==> src/rtl/aes_pkg.sv <==
// ---------------------------------------------------------------------------
// aes_pkg
// Shared definitions for the AES key-schedule round-constant sequencer.
//   - aes_mode_e    : key-size encoding carried on the mode input
//   - seq_state_e   : sequencer FSM states
//   - NK_*          : words per key (Nk) for each key size
//   - LAST_*        : index of the final expanded-key word for each key size
//   - XTIME_POLY    : reduction constant of GF(2^8) multiply-by-x
//   - RC_INIT       : first round constant
//   - mode_to_nk    : key-size encoding -> Nk
//   - nk_to_last    : Nk -> last word index
// ---------------------------------------------------------------------------
package aes_pkg;

    typedef enum logic [1:0] {
        MODE_128     = 2'd0,
        MODE_192     = 2'd1,
        MODE_256     = 2'd2,
        MODE_ILLEGAL = 2'd3
    } aes_mode_e;

    typedef enum logic [1:0] {
        ST_IDLE = 2'd0,
        ST_RUN  = 2'd1,
        ST_DONE = 2'd2
    } seq_state_e;

    localparam logic [3:0] NK_128 = 4'd4;
    localparam logic [3:0] NK_192 = 4'd6;
    localparam logic [3:0] NK_256 = 4'd8;

    localparam logic [7:0] LAST_128 = 8'd43;
    localparam logic [7:0] LAST_192 = 8'd51;
    localparam logic [7:0] LAST_256 = 8'd59;

    localparam logic [7:0] XTIME_POLY = 8'h1B;
    localparam logic [7:0] RC_INIT    = 8'h01;

    // Illegal mode never reaches this: the FSM rejects it before latching.
    function automatic logic [3:0] mode_to_nk(input logic [1:0] mode);
        logic [3:0] nk;
        case (mode)
            MODE_192: nk = NK_192;
            MODE_256: nk = NK_256;
            default:  nk = NK_128;
        endcase
        return nk;
    endfunction

    function automatic logic [7:0] nk_to_last(input logic [3:0] nk);
        logic [7:0] last;
        case (nk)
            NK_192:  last = LAST_192;
            NK_256:  last = LAST_256;
            default: last = LAST_128;
        endcase
        return last;
    endfunction

endpackage

==> src/rtl/gf_xtime.sv <==
// ---------------------------------------------------------------------------
// gf_xtime
// Combinational multiply-by-x in GF(2^8) with the AES polynomial.
// Ports:
//   i_a : 8-bit operand
//   o_y : (i_a << 1) ^ (i_a[7] ? 8'h1B : 8'h00)
// ---------------------------------------------------------------------------
module gf_xtime
    import aes_pkg::*;
(
    input  logic [7:0] i_a,
    output logic [7:0] o_y
);

    logic [7:0] w_shifted;
    logic [7:0] w_reduce;

    assign w_shifted = {i_a[6:0], 1'b0};
    // The bit shifted out of the top folds back in as the reduction term.
    assign w_reduce  = i_a[7] ? XTIME_POLY : 8'h00;
    assign o_y       = w_shifted ^ w_reduce;

endmodule

==> src/rtl/rcon_sequencer.sv <==
// ---------------------------------------------------------------------------
// rcon_sequencer
// Steps through the expanded-key word indices of an AES key schedule and,
// for each word i, tells the datapath whether to apply RotWord / SubWord to
// w[i-1] and which round constant to XOR in. Round constants are generated
// iteratively with xtime; there is no constant table.
//
// Ports:
//   clk          : clock, rising edge
//   rst_n        : asynchronous active-low reset
//   i_start      : start a sequence (only honoured in IDLE)
//   i_mode       : key size sampled with i_start (0=128, 1=192, 2=256, 3=illegal)
//   i_abort      : return to IDLE, highest priority
//   i_word_ready : sink accepts the presented word
//   o_valid      : o_word_idx / o_rcon / o_rot_en / o_sub_en are valid
//   o_word_idx   : index i of the word being produced
//   o_rcon       : {rc, zeros} on rotation words, zero otherwise
//   o_rot_en     : apply RotWord to w[i-1]
//   o_sub_en     : apply SubWord to w[i-1]
//   o_busy       : sequence in progress
//   o_done       : one-cycle pulse after the last word transfers
//   o_err        : one-cycle pulse after a start with the illegal mode
// ---------------------------------------------------------------------------
module rcon_sequencer
    import aes_pkg::*;
#(
    parameter int WORD_W = 32,
    parameter int IDX_W  = 6
) (
    input  logic              clk,
    input  logic              rst_n,
    input  logic              i_start,
    input  logic [1:0]        i_mode,
    input  logic              i_abort,
    input  logic              i_word_ready,
    output logic              o_valid,
    output logic [IDX_W-1:0]  o_word_idx,
    output logic [WORD_W-1:0] o_rcon,
    output logic              o_rot_en,
    output logic              o_sub_en,
    output logic              o_busy,
    output logic              o_done,
    output logic              o_err
);

    localparam int PH_W = 3;

    // State registers
    seq_state_e        r_state;
    logic [IDX_W-1:0]  r_idx;
    logic [PH_W-1:0]   r_phase;
    logic [7:0]        r_rc;
    logic [3:0]        r_nk;
    logic              r_err;

    // Next-state wires
    seq_state_e        w_state_next;
    logic [IDX_W-1:0]  w_idx_next;
    logic [PH_W-1:0]   w_phase_next;
    logic [7:0]        w_rc_next;
    logic [3:0]        w_nk_next;
    logic              w_err_next;

    // Decoded helpers
    logic              w_run;
    logic              w_phase0;
    logic              w_xfer;
    logic              w_last_word;
    logic              w_phase_wrap;
    logic [3:0]        w_nk_sel;
    logic [7:0]        w_rc_xtime;

    gf_xtime u_gf_xtime (
        .i_a (r_rc),
        .o_y (w_rc_xtime)
    );

    assign w_run        = (r_state == ST_RUN);
    assign w_phase0     = (r_phase == '0);
    assign w_xfer       = w_run && i_word_ready;
    assign w_nk_sel     = mode_to_nk(i_mode);
    assign w_last_word  = (r_idx == IDX_W'(nk_to_last(r_nk)));
    // Phase tracks i mod Nk with a wrapping counter instead of a divider.
    assign w_phase_wrap = (r_phase == PH_W'(r_nk - 4'd1));

    // ------------------------------------------------------------------
    // State register
    // ------------------------------------------------------------------
    always_ff @(posedge clk or negedge rst_n) begin
        if (!rst_n) begin
            r_state <= ST_IDLE;
            r_idx   <= '0;
            r_phase <= '0;
            r_rc    <= RC_INIT;
            r_nk    <= NK_128;
            r_err   <= 1'b0;
        end else begin
            r_state <= w_state_next;
            r_idx   <= w_idx_next;
            r_phase <= w_phase_next;
            r_rc    <= w_rc_next;
            r_nk    <= w_nk_next;
            r_err   <= w_err_next;
        end
    end

    // ------------------------------------------------------------------
    // Next-state logic
    // ------------------------------------------------------------------
    always_comb begin
        w_state_next = r_state;
        w_idx_next   = r_idx;
        w_phase_next = r_phase;
        w_rc_next    = r_rc;
        w_nk_next    = r_nk;
        w_err_next   = 1'b0;

        if (i_abort) begin
            // Abort wins over start, transfer and DONE. A transfer presented
            // in the same cycle is still taken by the sink; we just stop.
            w_state_next = ST_IDLE;
        end else begin
            case (r_state)
                ST_IDLE: begin
                    if (i_start) begin
                        if (i_mode == MODE_ILLEGAL) begin
                            w_err_next = 1'b1;
                        end else begin
                            w_nk_next    = w_nk_sel;
                            w_idx_next   = IDX_W'(w_nk_sel);
                            w_phase_next = '0;
                            w_rc_next    = RC_INIT;
                            w_state_next = ST_RUN;
                        end
                    end
                end

                ST_RUN: begin
                    if (w_xfer) begin
                        if (w_last_word) begin
                            w_state_next = ST_DONE;
                        end else begin
                            w_idx_next   = r_idx + 1'b1;
                            w_phase_next = w_phase_wrap ? '0 : r_phase + 1'b1;
                            // rc advances once per rotation word consumed.
                            if (w_phase0) begin
                                w_rc_next = w_rc_xtime;
                            end
                        end
                    end
                end

                ST_DONE: begin
                    w_state_next = ST_IDLE;
                end

                default: begin
                    w_state_next = ST_IDLE;
                end
            endcase
        end
    end

    // ------------------------------------------------------------------
    // Outputs: all decoded from registered state so they hold steady
    // while the sink stalls.
    // ------------------------------------------------------------------
    assign o_valid    = w_run;
    assign o_busy     = w_run;
    assign o_word_idx = r_idx;
    assign o_rot_en   = w_run && w_phase0;
    // AES-256 has an extra SubWord-only step halfway through each key block.
    assign o_sub_en   = w_run && (w_phase0 || ((r_nk == NK_256) && (r_phase == PH_W'(4))));
    assign o_rcon     = (w_run && w_phase0) ? (WORD_W'(r_rc) << (WORD_W - 8)) : '0;
    // Abort suppresses the status pulses in the cycle it is seen.
    assign o_done     = (r_state == ST_DONE) && !i_abort;
    assign o_err      = r_err && !i_abort;

endmodule

==> config.mk <==
export PLATFORM = sky130hd
export DESIGN_NAME = rcon_sequencer
export DESIGN_NICKNAME = d
export VERILOG_FILES = /design/src/rtl/aes_pkg.sv /design/src/rtl/gf_xtime.sv /design/src/rtl/rcon_sequencer.sv
export SDC_FILE = /design/constraint.sdc
export NUM_CORES = 1
export LEC_CHECK = 0
export CORE_UTILIZATION = 46
export DETAILED_ROUTE_END_ITERATION = 12
export PLACE_DENSITY = 0.81
export SLEW_MARGIN = 20
export SYNTH_ARGS = -nofsm -noshare
export SYNTH_HDL_FRONTEND = slang
export SYNTH_SLANG_ARGS = --single-unit
==> constraint.sdc <==
create_clock -name clk -period 2.4 [get_ports clk]
set_clock_uncertainty 0.2 [all_clocks]
set_input_delay 0.24 -clock clk [delete_from_list [all_inputs] [get_ports clk]]
set_output_delay 0.24 -clock clk [all_outputs]
set_load 0.1 [all_outputs]
==> impl_metrics.toml, run 1 <==
[global_routing]
grt_max_degree = 24
grt_util_all_layers = 0.186
grt_remaining_overflow = 0
initial_antenna_violation_count = 0
grt_first_pass_wirelength_mm = 5.04
first_global_vias = 1128

[yosys]
netlist_area_pre_place_um2 = 1590
post_synth_num_cell_types = 47
cell_types_occupying_the_most_area_after_synthesis = "sky130_fd_sc_hd__dfrtp_1 33%, sky130_fd_sc_hd__buf_4 12%, sky130_fd_sc_hd__mux2i_1 5.0%"
ys_ff_latch = 23
synth_flop_cell = "sky130_fd_sc_hd__dfrtp_1"
synth_edf_count = 0
synth_top_area_frac = 0.330
yosys_warning_total = 0
yosysSeqAreaShare = 0.363
synth-async-reset-ratio = 1.00
synthesis.instances = 172
synth_largest_area_cell = "sky130_fd_sc_hd__dfrtp_1"
post_synth.cell_area_avg_um2 = 9.27

[clocking]
tritoncts = "done"
cts-hold-fix-buffers = 0
cts_root_buf = "sky130_fd_sc_hd__clkbuf_4"
cts-buffers-inserted = 3
post_cts_resize_count = 0
ctsHtreeMaxLevel = 1
path_clk_slew_ns = 0.13
worstSkewPairLatency_ns = 0.30
tritoncts_num_sinks = 23
post_cts_buffers = 0
clockBufferDepth = 2

[die]
start_util = 0.478
dieArea_um2 = 3700
io-pin-count = 51
core_area_um2 = 3340
die_y_um = 60.9
die_x_um = 60.9
row_count = 21

[critical_path]
critPathKind = "flop to output port"
cp.required_ns = 1.96
start_kind = "flop"
setup.reg_to_reg.worst_slack_ns = 0.16
crit_family = "flip-flops"
cp-end-kind = "output port"
worst-path-max-fanout = 5
worst_path_largest_cell_delay_ns = 0.43
path_buf_inv = 3
cp.arrival_ns = 1.80
crit_path_top_delay_cell = "sky130_fd_sc_hd__dfrtp_1"
timing.critical_path.cells = "inv_1 -> ha_2 -> and4bb_4 -> buf_4 -> and2_2 -> buf_12"

[detailed_routing]
drt_pre_antenna_iters = 4
routed_wire_length_per_instance_um = 12.2
drt-initial-drc-count = 41
drc_errors = 0
via_count = 1248
ant_nets = 0
routed_vias_inst = 4.97
routed_wl_mm = 3.07

[sta]
finalHoldViolations = 0
final-max-slew-violation-count = 0
setup_viol = 0
fin_crit_sh = 0.934
setup_repair_after_global_routing_missed_its_margin = "no"
max_freq_ghz = 0.446
finalCriticalPeriod_ns = 2.24

[status]
outcome = "finished clean"

[power]
irDropWorstVdd_uv = 347
total_power_mw = 1.64
power_density_nw_per_um2 = 789
leakagePower_nw = 0.920

[placement]
place_area_um2 = 2060
port_buffers = 26
dp.final_hpwl_mm = 2.39
gp_congestion = 0.792

[finish]
fillerInstances = 281
multi_input_comb_area_um2 = 917
final_net_count = 218
layout.cell_area.non_filler_um2 = 2080
regArea_um2 = 581
syn2layout_area_growth_pct = 30.6
diode_count = 0
drive_above_1_share = 0.298

[hold_path]
timing.hold.worst.class = "input port to asynchronous set/reset pin"

[run]
max_cap_viol_count = 0
## flip-flops by register name, indices dropped and copies added, names as in the netlist
register    flops
r_phase         3
r_nk            3
o_word_idx      6
r_rc            8
r_err           1
r_state         2
## where the power goes
part	leakage (nW)	internal, mW	switching [mW]	total, mW
Sequential	0.295	0.457	0.0855	0.542
Combinational	0.610	0.233	0.689	0.922
Clock	0.0150	0.0647	0.113	0.178
## cell families after synthesis
logic type / after synthesis / synth area share
mux: 11 / 0.0785
flops: 23 / 0.363
fa+ha+maj: 5 / 0.0392
buf+inv: 41 / 0.161
xor+xnor: 7 / 0.0385
other cells: 1 / 0.00235
simple gates: 61 / 0.211
compound gates: 23 / 0.107
## through the flow
stage / setup slack, ns / TNS [ns] / instances / utilization / hold slack [ns]
global placement: 0.205 / 0 / 247 / 0.616 / 0.286
CTS: 0.140 / 0 / 251 / 0.624 / 0.0987
floorplan: -0.0152 / -0.0455 / 195 / - / -0.256
global route: 0.0513 / 0 / 251 / 0.624 / 0.0890
detailed placement: 0.159 / 0 / 247 / 0.616 / 0.302
finish: 0.159 / 0 / 251 / 0.624 / 0.0888
## Yosys cell counts, drive strengths merged, types with 2 or more instances
master,number
xor2,2
dfstp,2
nand4,2
xnor2,5
ha,5
dfrtp,21
and2b,2
buf,28
mux2,3
nand2b,3
and3,2
nand3,4
a31oi,4
a21oi,8
nand2,16
and2,4
mux2i,8
nor2,13
nor2b,3
inv,12
nor3,6
## metal layers
metal / global-route usage / vias up / part of all wire / wire length (µm)
li1: - / 599 / - / -
met5: 0 / - / 0 / 0
met1: 0.256 / 594 / 0.47 / 1440
met3: 0.0192 / 4 / 0.037 / 113
met2: 0.308 / 51 / 0.48 / 1480
met4: 0.0584 / 0 / 0.012 / 38
## worst register-to-register path, cell delays in order, from the launching register on
cell and delay, ns:
sky130_fd_sc_hd__dfstp_2 0.55, sky130_fd_sc_hd__inv_1 0.05, sky130_fd_sc_hd__ha_1 0.18, sky130_fd_sc_hd__mux2i_1 0.17, sky130_fd_sc_hd__xnor2_1 0.14, sky130_fd_sc_hd__or4b_4 0.59, sky130_fd_sc_hd__nand3_1 0.15, sky130_fd_sc_hd__mux2i_1 0.09
## layout make-up
cell class	instances	area share
Clock buffer	4	0.0126
Sequential cell	23	0.279
Multi-Input combinational cell	131	0.441
Inverter	12	0.0228
Tap cell	46	0.0276
Timing Repair Buffer	35	0.218
## placed cells by master, fill, tap and decap left out, types with 4 or more instances in the layout
| cell type | n |
|---|---|
| sky130_fd_sc_hd__ha_1 | 4 |
| sky130_fd_sc_hd__nor2_1 | 13 |
| sky130_fd_sc_hd__conb_1 | 24 |
| sky130_fd_sc_hd__nand2_1 | 15 |
| sky130_fd_sc_hd__buf_4 | 15 |
| sky130_fd_sc_hd__and2_2 | 4 |
| sky130_fd_sc_hd__nor3_4 | 5 |
| sky130_fd_sc_hd__inv_1 | 10 |
| sky130_fd_sc_hd__a21oi_1 | 5 |
| sky130_fd_sc_hd__dfrtp_1 | 19 |
| sky130_fd_sc_hd__a31oi_1 | 4 |
| sky130_fd_sc_hd__buf_12 | 14 |
| sky130_fd_sc_hd__clkdlybuf4s50_1 | 6 |
| sky130_fd_sc_hd__xnor2_1 | 5 |
| sky130_fd_sc_hd__nand3_1 | 4 |
| sky130_fd_sc_hd__mux2i_1 | 8 |
## final timing paths
check,cells after the start,from,end
max in group asynchronous,2,rst_n,r_nk[2]$_DFFE_PN1P_
worst max register to register,7,r_nk[2]$_DFFE_PN1P_,r_phase[0]$_DFFE_PN0P_
worst min-delay path,2,rst_n,r_rc[1]$_DFFE_PN0P_
worst min register to register,2,r_nk[2]$_DFFE_PN1P_,r_nk[2]$_DFFE_PN1P_
min in group clk,2,r_nk[2]$_DFFE_PN1P_,r_nk[2]$_DFFE_PN1P_
worst max-delay path,6,r_phase[1]$_DFFE_PN0P_,o_rcon[28]
Note: power is estimated with default switching activity, not from simulation.
==> run 2, diff against run 1 <==
==> constraint.sdc (replaced) <==
create_clock -name clk -period 2.5 [get_ports clk]
set_clock_uncertainty 0.2 [all_clocks]
set_input_delay 0.25 -clock clk [delete_from_list [all_inputs] [get_ports clk]]
set_output_delay 0.25 -clock clk [all_outputs]
set_load 0.1 [all_outputs]
==> run 2 against run 1 <==
Critical path depth rose by 1. Setup slack improved by 0.036 ns. Register-to-register slack improved by 0.04 ns. Via count fell by 1.0%. Largest cell class unchanged.
==> impl_metrics.toml, run 2 (synthesis gave the netlist of run 1 again) <==
[global_routing]
first_global_vias = 1133
gr-usage-met2 = 0.312
grt_max_degree = 24
grt_first_pass_wirelength_mm = 5.05
busiest_layer = "met2"
initial_antenna_violation_count = 0
grt_remaining_overflow = 0
grt.met3_usage = 0.0213
grt_util_all_layers = 0.187
grt_use_met1 = 0.243

[critical_path]
worst-path-max-fanout = 5
cp-end-kind = "flop"
critPathCapture = "r_phase[0]$_DFFE_PN0P_"
critPathKind = "flop to flop"
cp.required_ns = 2.50
start_kind = "flop"
cp.arrival_ns = 2.30
r2r-end = "r_phase[0]$_DFFE_PN0P_"
worstRegToRegCells = 7
worst_setup_path_startpoint = "r_nk[2]$_DFFE_PN1P_"
worstReg2RegStart = "r_nk[2]$_DFFE_PN1P_"
setup.reg_to_reg.worst_slack_ns = 0.19

[run]
max_cap_viol_count = 0

[power]
irDropWorstVdd_uv = 366
intPower_mw = 0.718
power_density_nw_per_um2 = 765
switching_share = 0.543
combinationalPowerShare = 0.559
power_frac_seq = 0.329
power.net_switching_mw = 0.854
leakagePower_nw = 0.907
power.share.clock = 0.112

[clocking]
clockBufferDepth = 2
post_cts_buffers = 0
tritoncts_num_sinks = 23
path_clk_slew_ns = 0.12
cts-buffers-inserted = 3
ctsHtreeMaxLevel = 1
tritoncts = "done"
worstSkewPairLatency_ns = 0.32
cts_root_buf = "sky130_fd_sc_hd__clkbuf_4"
cts-hold-fix-buffers = 0
post_cts_resize_count = 0

[sta]
setup_repair_after_global_routing_missed_its_margin = "no"
finalCriticalPeriod_ns = 2.31
max_freq_ghz = 0.434
tns_ns = 0
fin_crit_sh = 0.922
finalHoldViolations = 0
fin_hold_ws_ns = 0.0712
final-max-slew-violation-count = 0
final.setup.worst_slack_ns = 0.195
setup_viol = 0

[detailed_routing]
routed_wire_length_per_instance_um = 12.6
routed_vias_inst = 4.98
via_count = 1235
drt-initial-drc-count = 68
drc_errors = 0
ant_nets = 0
routed_wl_mm = 3.13
drt_pre_antenna_iters = 4

[placement]
pre_cts_ws_ns = 0.194
port_buffers = 26
gp_congestion = 0.819
placed_cells_incl_taps = 244
dp.final_hpwl_mm = 2.44

[finish]
drive_above_1_share = 0.277
regArea_um2 = 581
syn2layout_area_growth_pct = 28.9
largest_register = "r_rc"
multi_input_comb_area_um2 = 915
fillerInstances = 289
largest_reg_flops = 8
diode_count = 0
utilization = 0.616
final_net_count = 215
final_common_cell = "sky130_fd_sc_hd__conb_1"
post_layout_nonfiller_instances = 248
layout_common_cells = "24 x sky130_fd_sc_hd__conb_1, 19 x sky130_fd_sc_hd__dfrtp_1, 15 x sky130_fd_sc_hd__nand2_1"

[die]
die_x_um = 60.9
dieArea_um2 = 3700
die_y_um = 60.9
core_area_um2 = 3340
io-pin-count = 51
start_util = 0.478
row_count = 21

[status]
outcome = "finished clean"

[hold_path]
timing.hold.worst.class = "input port to asynchronous set/reset pin"
## run 2: stage by stage
step	total power, mW	area, µm²
after floorplan	1.25	1770
after global placement	1.39	2030
after detailed placement	1.40	2030
after CTS	1.58	2050
after global routing	1.65	2050
final	1.57	2050
## run 2: routing by layer
metal | wire length, µm | vias to the layer above
li1 | - | 595
met1 | 1410 | 590
met2 | 1550 | 43
met3 | 96 | 7
met4 | 65 | 0
met5 | 0 | -
## run 2: worst max-delay path, stage by stage, from the launching register on
cell,delay [ns]
sky130_fd_sc_hd__dfstp_2,0.55
sky130_fd_sc_hd__inv_1,0.05
sky130_fd_sc_hd__ha_1,0.19
sky130_fd_sc_hd__mux2i_1,0.17
sky130_fd_sc_hd__xnor2_1,0.14
sky130_fd_sc_hd__or4b_4,0.60
sky130_fd_sc_hd__nand3_1,0.19
sky130_fd_sc_hd__mux2i_1,0.10
## run 2: worst min-delay path by stage
| stage | end | slack [ns] |
|---|---|---|
| after floorplan | o_word_idx[0]$_DFFE_PN0P_ | -0.25 |
| after global placement | r_nk[2]$_DFFE_PN1P_ | 0.29 |
| after detailed placement | o_word_idx[0]$_DFFE_PN0P_ | 0.31 |
| after CTS | r_rc[1]$_DFFE_PN0P_ | 0.08 |
| after global routing | r_rc[2]$_DFFE_PN0P_ | 0.09 |
| final | r_rc[1]$_DFFE_PN0P_ | 0.07 |
## run 2: cell type report
class,instances,area share
multi-input cells,131,0.445
clock buffers,4,0.0128
flip-flops and latches,23,0.283
well taps,46,0.0280
repair buffers,32,0.210
inverters,12,0.0219
## run 2: power by group through the flow
| stage | sequential [mW] | combinational [mW] | clock (mW) |
|---|---|---|---|
| final | 0.517 | 0.879 | 0.176 |
| after CTS | 0.515 | 0.881 | 0.180 |
| after floorplan | 0.737 | 0.508 | 0 |
| after global routing | 0.527 | 0.927 | 0.192 |
| after detailed placement | 0.523 | 0.880 | 0 |
| after global placement | 0.520 | 0.871 | 0 |
